`src/rtl/router_traffic_monitor.sv`:
```
// router_traffic_monitor: taps router flit/credit channels and keeps per-port
// saturating counters, first-header capture and a credit-stall watchdog.
module router_traffic_monitor #(
    parameter int V           = 4,
    parameter int P           = 5,
    parameter int Fpay        = 32,
    parameter int CNTw        = 16,
    parameter int STALL_LIMIT = 64,
    parameter int B           = 4,
    localparam int Fw         = 2 + V + Fpay,
    localparam int OUTw       = $clog2(V * B) + 1,
    localparam int Pw         = (P > 1) ? $clog2(P) : 1
) (
    input  logic              clk,
    input  logic              reset,
    input  logic [P*Fw-1:0]   flit_in_all,
    input  logic [P-1:0]      flit_in_we_all,
    input  logic [P*Fw-1:0]   flit_out_all,
    input  logic [P-1:0]      flit_out_we_all,
    input  logic [P*V-1:0]    credit_in_all,
    input  logic              clear,
    input  logic [Pw-1:0]     rd_port,
    input  logic [1:0]        rd_sel,
    output logic [CNTw-1:0]   rd_data,
    output logic [P-1:0]      hdr_valid_all,
    output logic [P-1:0]      stall_alarm_all,
    output logic [P-1:0]      credit_err_all
);

    localparam int HW = (Fpay < CNTw) ? Fpay : CNTw;
    localparam int SW = $clog2(STALL_LIMIT + 1);
    localparam logic [SW-1:0] SLIM = SW'(STALL_LIMIT);

    logic [CNTw-1:0] in_flit_q  [P];
    logic [CNTw-1:0] in_flit_d  [P];
    logic [CNTw-1:0] out_flit_q [P];
    logic [CNTw-1:0] out_flit_d [P];
    logic [CNTw-1:0] in_pck_q   [P];
    logic [CNTw-1:0] in_pck_d   [P];
    logic [CNTw-1:0] hdr_q      [P];
    logic [CNTw-1:0] hdr_d      [P];
    logic [OUTw-1:0] outst_q    [P];
    logic [OUTw-1:0] outst_d    [P];
    logic [SW-1:0]   stall_q    [P];
    logic [SW-1:0]   stall_d    [P];
    logic [P-1:0]    hdr_valid_q, hdr_valid_d;
    logic [P-1:0]    alarm_q, alarm_d;
    logic [P-1:0]    err_q, err_d;
    logic [CNTw-1:0] rd_data_q, rd_data_d;

    // The outgoing flit contents and VC fields are not needed by the monitor.
    logic unused_ok;
    assign unused_ok = ^{flit_out_all, flit_in_all};

    function automatic logic [CNTw-1:0] sat_inc(input logic [CNTw-1:0] c);
        return (c == '1) ? c : c + CNTw'(1);
    endfunction

    always_comb begin
        logic [Fw-1:0]  fin;
        logic [V-1:0]   cr;
        logic [OUTw:0]  pop;
        logic [OUTw:0]  sum;
        logic [OUTw:0]  diff;
        fin = '0;
        cr = '0;
        pop = '0;
        sum = '0;
        diff = '0;
        hdr_valid_d = hdr_valid_q;
        alarm_d = alarm_q;
        err_d = err_q;
        for (int i = 0; i < P; i++) begin
            fin = flit_in_all[i*Fw +: Fw];
            cr = credit_in_all[i*V +: V];
            in_flit_d[i] = in_flit_q[i];
            out_flit_d[i] = out_flit_q[i];
            in_pck_d[i] = in_pck_q[i];
            hdr_d[i] = hdr_q[i];
            if (flit_in_we_all[i]) begin
                in_flit_d[i] = sat_inc(in_flit_q[i]);
                if (fin[Fw-2]) begin
                    in_pck_d[i] = sat_inc(in_pck_q[i]);
                end
                if (fin[Fw-1] && !hdr_valid_q[i]) begin
                    hdr_d[i] = '0;
                    hdr_d[i][HW-1:0] = fin[HW-1:0];
                    hdr_valid_d[i] = 1'b1;
                end
            end
            if (flit_out_we_all[i]) begin
                out_flit_d[i] = sat_inc(out_flit_q[i]);
            end

            // Sent flit and returned credits net out within one cycle.
            pop = '0;
            for (int v = 0; v < V; v++) begin
                pop = pop + (OUTw+1)'(cr[v]);
            end
            sum = {1'b0, outst_q[i]} + (OUTw+1)'(flit_out_we_all[i]);
            diff = sum - pop;
            if (pop > sum) begin
                outst_d[i] = '0;
                err_d[i] = 1'b1;
            end else if (diff[OUTw]) begin
                outst_d[i] = '1;
            end else begin
                outst_d[i] = diff[OUTw-1:0];
            end

            if ((|cr) || (outst_q[i] == '0)) begin
                stall_d[i] = '0;
            end else if (stall_q[i] != SLIM) begin
                stall_d[i] = stall_q[i] + SW'(1);
            end else begin
                stall_d[i] = stall_q[i];
            end
            if (stall_d[i] == SLIM) begin
                alarm_d[i] = 1'b1;
            end
        end

        rd_data_d = '0;
        for (int i = 0; i < P; i++) begin
            if (rd_port == Pw'(i)) begin
                case (rd_sel)
                    2'd0: rd_data_d = in_flit_q[i];
                    2'd1: rd_data_d = out_flit_q[i];
                    2'd2: rd_data_d = in_pck_q[i];
                    2'd3: rd_data_d = hdr_q[i];
                endcase
            end
        end

        if (clear) begin
            for (int i = 0; i < P; i++) begin
                in_flit_d[i] = '0;
                out_flit_d[i] = '0;
                in_pck_d[i] = '0;
                hdr_d[i] = '0;
                outst_d[i] = '0;
                stall_d[i] = '0;
            end
            hdr_valid_d = '0;
            alarm_d = '0;
            err_d = '0;
            rd_data_d = '0;
        end
    end

    always_ff @(posedge clk or negedge reset) begin
        if (!reset) begin
            for (int i = 0; i < P; i++) begin
                in_flit_q[i] <= '0;
                out_flit_q[i] <= '0;
                in_pck_q[i] <= '0;
                hdr_q[i] <= '0;
                outst_q[i] <= '0;
                stall_q[i] <= '0;
            end
            hdr_valid_q <= '0;
            alarm_q <= '0;
            err_q <= '0;
            rd_data_q <= '0;
        end else begin
            for (int i = 0; i < P; i++) begin
                in_flit_q[i] <= in_flit_d[i];
                out_flit_q[i] <= out_flit_d[i];
                in_pck_q[i] <= in_pck_d[i];
                hdr_q[i] <= hdr_d[i];
                outst_q[i] <= outst_d[i];
                stall_q[i] <= stall_d[i];
            end
            hdr_valid_q <= hdr_valid_d;
            alarm_q <= alarm_d;
            err_q <= err_d;
            rd_data_q <= rd_data_d;
        end
    end

    assign rd_data = rd_data_q;
    assign hdr_valid_all = hdr_valid_q;
    assign stall_alarm_all = alarm_q;
    assign credit_err_all = err_q;

endmodule
```
`config.mk`:
```
export PLATFORM = sky130hd
export DESIGN_NAME = router_traffic_monitor
export DESIGN_NICKNAME = d
export VERILOG_FILES = /design/src/rtl/router_traffic_monitor.sv
export SDC_FILE = /design/constraint.sdc
export NUM_CORES = 1
export LEC_CHECK = 0
export BUFFER_PORTS_ARGS = -buffer_cell sky130_fd_sc_hd__buf_4
export CORE_ASPECT_RATIO = 1.5
export CORE_UTILIZATION = 35
export DETAILED_ROUTE_END_ITERATION = 10
export RECOVER_POWER = 50
export SLEW_MARGIN = 20
export SYNTH_ARGS = -nofsm -noshare
export SYNTH_HDL_FRONTEND = slang
export SYNTH_SLANG_ARGS = --single-unit
```
`constraint.sdc`:
```
create_clock -name clk -period 2.4 [get_ports clk]
set_clock_uncertainty 0.05 [all_clocks]
set_input_delay 0.36 -clock clk [delete_from_list [all_inputs] [get_ports clk]]
set_output_delay 0.36 -clock clk [all_outputs]
set_load 0.02 [all_outputs]
```
Yosys cells after proc, flatten, opt, wreduce, memory -nomap -nowiden
Index checks and enable logic that the tools add are counted.
{ "totals": {"word_cells": 325, "ff_bits": 411, "out_inout_bits": 31, "input_bits": 418} }
{ "classes": {"n_mux": 105, "magnitude_cmp": 5, "n_reduce_logical": 77, "eq_ne": 47, "addsub": 45} }
{ "ops": {"columns": ["cell", "n"], "rows": [
  ["$mux 16", 51],
  ["$mux 80", 4],
  ["$pmux 16 s4", 5],
  ["$add 16x1->16 const B", 15],
  ["$eq 16x16->1 const B", 15],
  ["$mux 7", 10],
  ["$mux 5", 13],
  ["$reduce_bool 2->1", 30],
  ["$add 7x1->7 const B", 5],
  ["$eq 7x7->1 const B", 5],
  ["$mux 35", 1],
  ["$ne 7x7->1 const B", 5],
  ["$add 5x1->6", 5],
  ["$gt 4x6->1", 5],
  ["$ne 2x2->1 const B", 15],
  ["$reduce_and 2->1", 15],
  ["$sub 6x4->6", 5],
  ["$logic_not 5->1", 5],
  ["$mux 25", 1],
  ["$add 3x1->4", 5],
  ["$mux 1", 20],
  ["$reduce_or 4->1", 5],
  ["$add 2x1->3", 5],
  ["$reduce_and 3->1", 5],
  ["other kinds (11)", 29]
]} }

Depth between registers and ports, before layout
Gate-level depths: netlist of the first run.
{ "depth": {"ltp_word": 8, "ltp_mapped": 10, "ltp_nobuf": 10} }

Worst setup path after synthesis of the first run
No wires, ideal clock.
{ "synth_timing": {"kind": "input to register", "start": "input credit_in_all[0]", "end": "register outst_q[24] (netlist name)", "slack_ns": -0.248, "t_arrival_ns": 2.456, "n_path_buf": 0, "t_required_ns": 2.208, "setup_ns": 0.142, "path_stages": 10, "cell_sequence": "fa_1 > ha_1 > ha_1 > inv_1 > fa_1 > a21o_1 > mux2i_1 > o211ai_1 > xnor2_1 > a21oi_1"} }
{ "synth_rtl": {"columns": ["element", "line", "text"], "rows": [
  ["start: declaration", "20", "input logic [P*V-1:0] credit_in_all,"],
  ["end signal: indexed assignment", "171", "outst_q[i] <= outst_d[i];"],
  ["end: declaration", "42", "logic [OUTw-1:0] outst_q [P];"]
]} }

==> results of run 1 <==
[layout make-up]
cell class                      count  area [µm²]
Clock buffer                       65        1300
Inverter                           74         280
Multi-Input combinational cell   1835       13500
Fill cell                        6633       39400
Tap cell                          900        1130
Antenna cell                        2        5.00
Sequential cell                   411       10300
Clock inverter                     14         189
Timing Repair Buffer              352        2850
[cell families (layout without fill, tap and decap cells)]
kind of cell / Yosys count / count (layout) / synth area share, %
xor+xnor: 232 / 232 / 8.36
compound gates: 502 / 502 / 14.7
mux: 136 / 136 / 7.41
buf+inv: 192 / 505 / 3.60
fa+ha+maj: 75 / 75 / 4.17
other cells: 0 / 2 / 0
simple gates: 890 / 890 / 19.5
flops: 411 / 411 / 42.3
[power by group]
group	leakage, nW	internal, mW	total [mW]	switching, mW
clock network	0.724	4.19	7.13	2.94
registers	5.66	7.26	7.65	0.398
logic	6.31	2.10	4.36	2.26
[stage by stage]
step	hold WS (ns)	TNS, ns	total power [mW]	instances	setup WS (ns)
global placement	0.293	-9.48	11.8	3483	-0.399
CTS	0.0272	0	19.3	3648	0.0216
finish	0.0605	0	19.1	3653	0.0933
floorplan	0.0144	-0.823	10.2	2438	-0.130
global route	0.0734	-0.102	20.2	3653	-0.0297
detailed placement	0.295	-11.00	11.9	3483	-0.428
[layer usage]
metal	share of wire [%]	vias to the layer above	wire length [µm]	GRT usage, %
li1	-	9461	-	-
met2	50	519	35600	35.2
met4	4.3	0	3080	9.09
met3	4.3	134	3040	2.37
met5	0	-	0	0
met1	41	10000	29500	25.2
[synth_stat cells (21+ instances only)]
cell type and n:
clkbuf_1 45, and3_1 39, xor2_1 104, nand2_1 116, xnor2_1 128, a221oi_1 32, mux2i_1 75, nor2_1 318
nand3_1 101, a21o_1 36, a21oi_1 124, o21ai_1 28, ha_1 65, o21ai_0 46, and2_1 21, mux4_2 31
a22o_1 82, inv_1 73, nor3_1 54, mux2_2 22, nand4_1 72, a211oi_1 27, and4_1 30, buf_2 54
dfrtp_1 411
[path summary, 6_finish.rpt]
| kind | slack [ns] | endpoint | depth (start not counted) |
|---|---|---|---|
| max | 0.09 | outst_q[14]$_DFF_PN0_ | 8 |
| min | 0.06 | in_pck_q[66]$_DFFE_PN0P_ | 3 |
| max reg2reg | 0.09 | outst_q[14]$_DFF_PN0_ | 8 |
| min reg2reg | 0.45 | hdr_q[64]$_DFFE_PN0P_ | 1 |
| max in group asynchronous | 0.36 | credit_err_all[4]$_DFFE_PN0P_ | 3 |
| min in group asynchronous | 0.25 | in_pck_q[28]$_DFFE_PN0P_ | 2 |
[sequential cells by signal, indices dropped and copies added, names as in the netlist]
| name | cells |
|---|---|
| in_pck_q | 80 |
| hdr_q | 80 |
| out_flit_q | 80 |
| stall_alarm_all | 5 |
| stall_q | 35 |
| outst_q | 25 |
| credit_err_all | 5 |
| in_flit_q | 80 |
| hdr_valid_all | 5 |
| rd_data | 16 |
[timing repair]
action,4_1_cts,5_1_grt
resized for setup,4,15
endpoints found under the hold margin,122,0
endpoints found under the setup margin,5,19
pin swaps,2,10
buffers inserted,0,3
hold buffers,86,0
[worst max-delay path, cell delays in order, from the launching register on]
cell and delay, ns:
dfrtp_1 0.38, ha_1 0.19, ha_1 0.33, fa_2 0.44
a21o_1 0.21, mux2i_1 0.12, o211ai_1 0.23, xnor2_1 0.16
a21oi_1 0.09
==> metrics.csv, run 1 <==
metric,value,unit
status,"complete, no violations",
clock_sinks,411,
p_leak,12.7,nW
setup_viol,0,
grt_setup_unrepaired,yes,
fp.coreArea,68900,µm²
synth_nets,2931,
synth-seq-cells,411,
die_h,325,µm
ir_drop,0.000580,V
io_buffers,158,
grt_pass1_vias,20500,
die_x,217,µm
drive_gt1_share,18.0,%
row_count,118,
tightest_slew,1.33,ns
place_area,27200,µm²
maxCapViolCount,0,
io_pins,449,
num-nets-final,3211,
hold_start,flit_in_all[36],
cts.htree.levels,2,
fp.dieArea,70600,µm²
period_needed,2.31,ns
ys_seq_area_share,42.3,%
via_per_inst,5.51,
end_kind,flop,
grt_max_degree,57,
r2r-start,outst_q[10]$_DFF_PN0_,
synth_edf_count,0,
area_growth_syn_to_layout,21.4,%
yosys.area.top_type,dfrtp_1,
synth-async-reset-ratio,100,%
final_max_slew_viol_count,0,
worstPathRequired,2.81,ns
finalHoldViolCount,0,
grt_util_all_layers,20.3,%
max_freq,0.434,GHz
wl,71200,µm
holdCritPathClass,primary input to flop,
most-common-layout-cells,"dfrtp_1 (411), nor2_1 (315), buf_4 (241), xnor2_1 (128), a21oi_1 (115)",
ys_types,95,
post-route-period-util,96.1,%
antenna_found_initial,3,
synth_top_cell_area_share,42.3,%
netlist_area,24300,µm²
grt_pass1_wl,113000,µm
synth_area_leaders,"dfrtp_1 (42%), nor2_1 (4.9%), xnor2_1 (4.6%), xor2_1 (3.7%), ha_1 (3.3%)",
start_kind,flop,
clockRootBuffer,clkbuf_16,
timing_worst_setup_path_type,flop to flop,
fin_area,29500,µm²
num_vias,20100,
cts_buffers,44,
arrival,2.72,ns
path_clk_slew,0.07,ns
power_density,649,nW/µm²
firstDrtPassIters,6,
yosysWarnings,0,
cts_tree,done,
place_congestion,0.932,
layout_commonest_cell,dfrtp_1,
avgRoutedWirePerCell,19.5,µm
final_core_util,42.8,%
dp_hpwl,53300,µm
avgSynthCellArea,9.98,µm²
syn_inst,2438,
drc_errors,0,
path_max_fanout,3,
drt-initial-drc-count,1286,
ant_nets,0,
overflow,0,
ys.flop_type,dfrtp_1,
initial_utilization,35.3,%
startpoint,outst_q[10]$_DFF_PN0_,
clock_path_buffers,3,
insertion_delay,0.60,ns
slew-limit-headroom,11.5,%
(Power assumes the default switching activity.)
==> run 2, diff against run 1 <==
BUFFER_PORTS_ARGS = unset   (was -buffer_cell sky130_fd_sc_hd__buf_4)
DONT_BUFFER_PORTS = 1   (was unset)
RECOVER_POWER = 25   (was 50)
==> metrics.csv, run 2 (synthesized netlist as in run 1, its figures left out) <==
metric,value,unit
status,"complete, but fails checks",
violations,"hold timing, slew limit",
dp_hpwl,48200,µm
place_congestion,0.910,
r2r-end,in_flit_q[71]$_DFFE_PN0P_,
r2r_setup_slack,0.02,ns
cts_buffers,46,
ant_nets,0,
path_clk_slew,0.07,ns
layout_commonest_cell,dfrtp_1,
period_needed,2.38,ns
cts.htree.levels,2,
grt_pass1_vias,20500,
ff2ff_path_depth,8,
antenna_found_initial,3,
final_max_slew_viol_count,64,
timing_worst_setup_path_type,flop to flop,
ir_drop,0.000575,V
setup_viol,0,
grt_setup_unrepaired,yes,
num_vias,20200,
p_total,19.2,mW
grt_pass1_wl,113000,µm
io_buffers,0,
maxCapViolCount,0,
fin_ws,0.0195,ns
clockRootBuffer,clkbuf_16,
drt-initial-drc-count,1369,
end_kind,flop,
arrival,2.81,ns
drive_gt1_share,12.7,%
post-route-period-util,99.2,%
drc_errors,0,
use_met2,34.9,%
clock_sinks,411,
worstPathRequired,2.83,ns
wl,72100,µm
hold_ws,-0.588,ns
grt_max_degree,412,
tightest_slew,1.56,ns
die_h,325,µm
avgRoutedWirePerCell,20.1,µm
overflow,0,
startpoint,in_flit_q[65]$_DFFE_PN0P_,
path_max_fanout,4,
met3_usage,3.86,%
cts_tree,done,
dpl_worst_slack,-0.350,ns
via_per_inst,5.62,
p_leak,12.7,nW
die_x,217,µm
fp.dieArea,70600,µm²
most-common-layout-cells,"dfrtp_1 (404), nor2_1 (313), dlygate4sd3_1 (223), xnor2_1 (128), a21oi_1 (114)",
start_kind,flop,
busiest_layer,met2,
tns,0,ns
gr-usage-met1,23.6,%
io_pins,449,
row_count,118,
holdCritPathClass,primary input to asynchronous set/reset pin,
clock_path_buffers,3,
power_density,646,nW/µm²
num-nets-final,3141,
grt_util_all_layers,20.3,%
area_growth_syn_to_layout,22.1,%
initial_utilization,35.3,%
max_freq,0.420,GHz
slew-limit-headroom,-4.29,%
n_fill_cell,6471,
r2r-start,in_flit_q[65]$_DFFE_PN0P_,
insertion_delay,0.62,ns
finalHoldViolCount,411,
firstDrtPassIters,5,
fp.coreArea,68900,µm²
-- run 2: what timing repair did --
item                                    CTS  global route
hold buffers                            224             1
gates resized for setup                   1            71
hold endpoints to repair                735           412
buffers inserted                          0            13
endpoints found under the setup margin    1            86
pin swaps                                 0            24
-- run 2: layout make-up --
type,instances,area (µm²),share of cell area (%)
timing repair buffer,280,2680,9.03
clock buffer,54,1240,4.18
clock inverter,29,368,1.24
inverter,74,280,0.943
multi-input combinational,1835,13700,46.1
tap,900,1130,3.79
antenna,3,7.51,0.0253
sequential,411,10300,34.7
-- run 2: metal layers --
metal	vias to the layer above	routed length, µm
li1	9336	-
met1	10000	28100
met2	616	36000
met3	180	4060
met4	0	3870
met5	-	0
-- run 2: power by group --
group          total [mW]  switching [mW]  internal [mW]  leakage, nW
Clock                7.65            3.17           4.48        0.777
Combinational        3.81            1.88           1.93         6.29
Sequential           7.74           0.483           7.26         5.65
-- run 2: worst max-delay path, stage by stage, from the launching register on --
cell and delay (ns):
dfrtp_1 0.44, ha_2 0.26, nand3_1 0.13, nor4_4 0.35
buf_4 0.19, nor3_1 0.05, xnor2_1 0.18, nor2_1 0.06
dlygate4sd3_1 0.55
-- run 2: how the worst max path moves through the flow --
stage                                 to  slack, ns  depth (start not counted)
2_1_floorplan      outst_q[24]$_DFF_PN0_      -0.13                         10
5_1_grt        in_flit_q[41]$_DFFE_PN0P_      -0.07                          7
3_3_place_gp        rd_data[2]$_DFF_PN0_      -0.29                          4
3_5_place_dp       outst_q[24]$_DFF_PN0_      -0.35                         10
6_report       in_flit_q[71]$_DFFE_PN0P_       0.02                          8
4_1_cts        in_flit_q[63]$_DFFE_PN0P_       0.01                          6
-- run 2: metrics by stage --
step	cell area [µm²]	hold slack, ns	util, %	std cells
5_1_grt	29700	-0.622	43.1	3584
3_3_place_gp	25400	0.0395	36.8	3263
2_1_floorplan	24500	0.0144	-	2438
4_1_cts	29300	-0.624	42.4	3570
3_5_place_dp	25400	0.0393	36.8	3263
6_report	29700	-0.588	43.1	3586
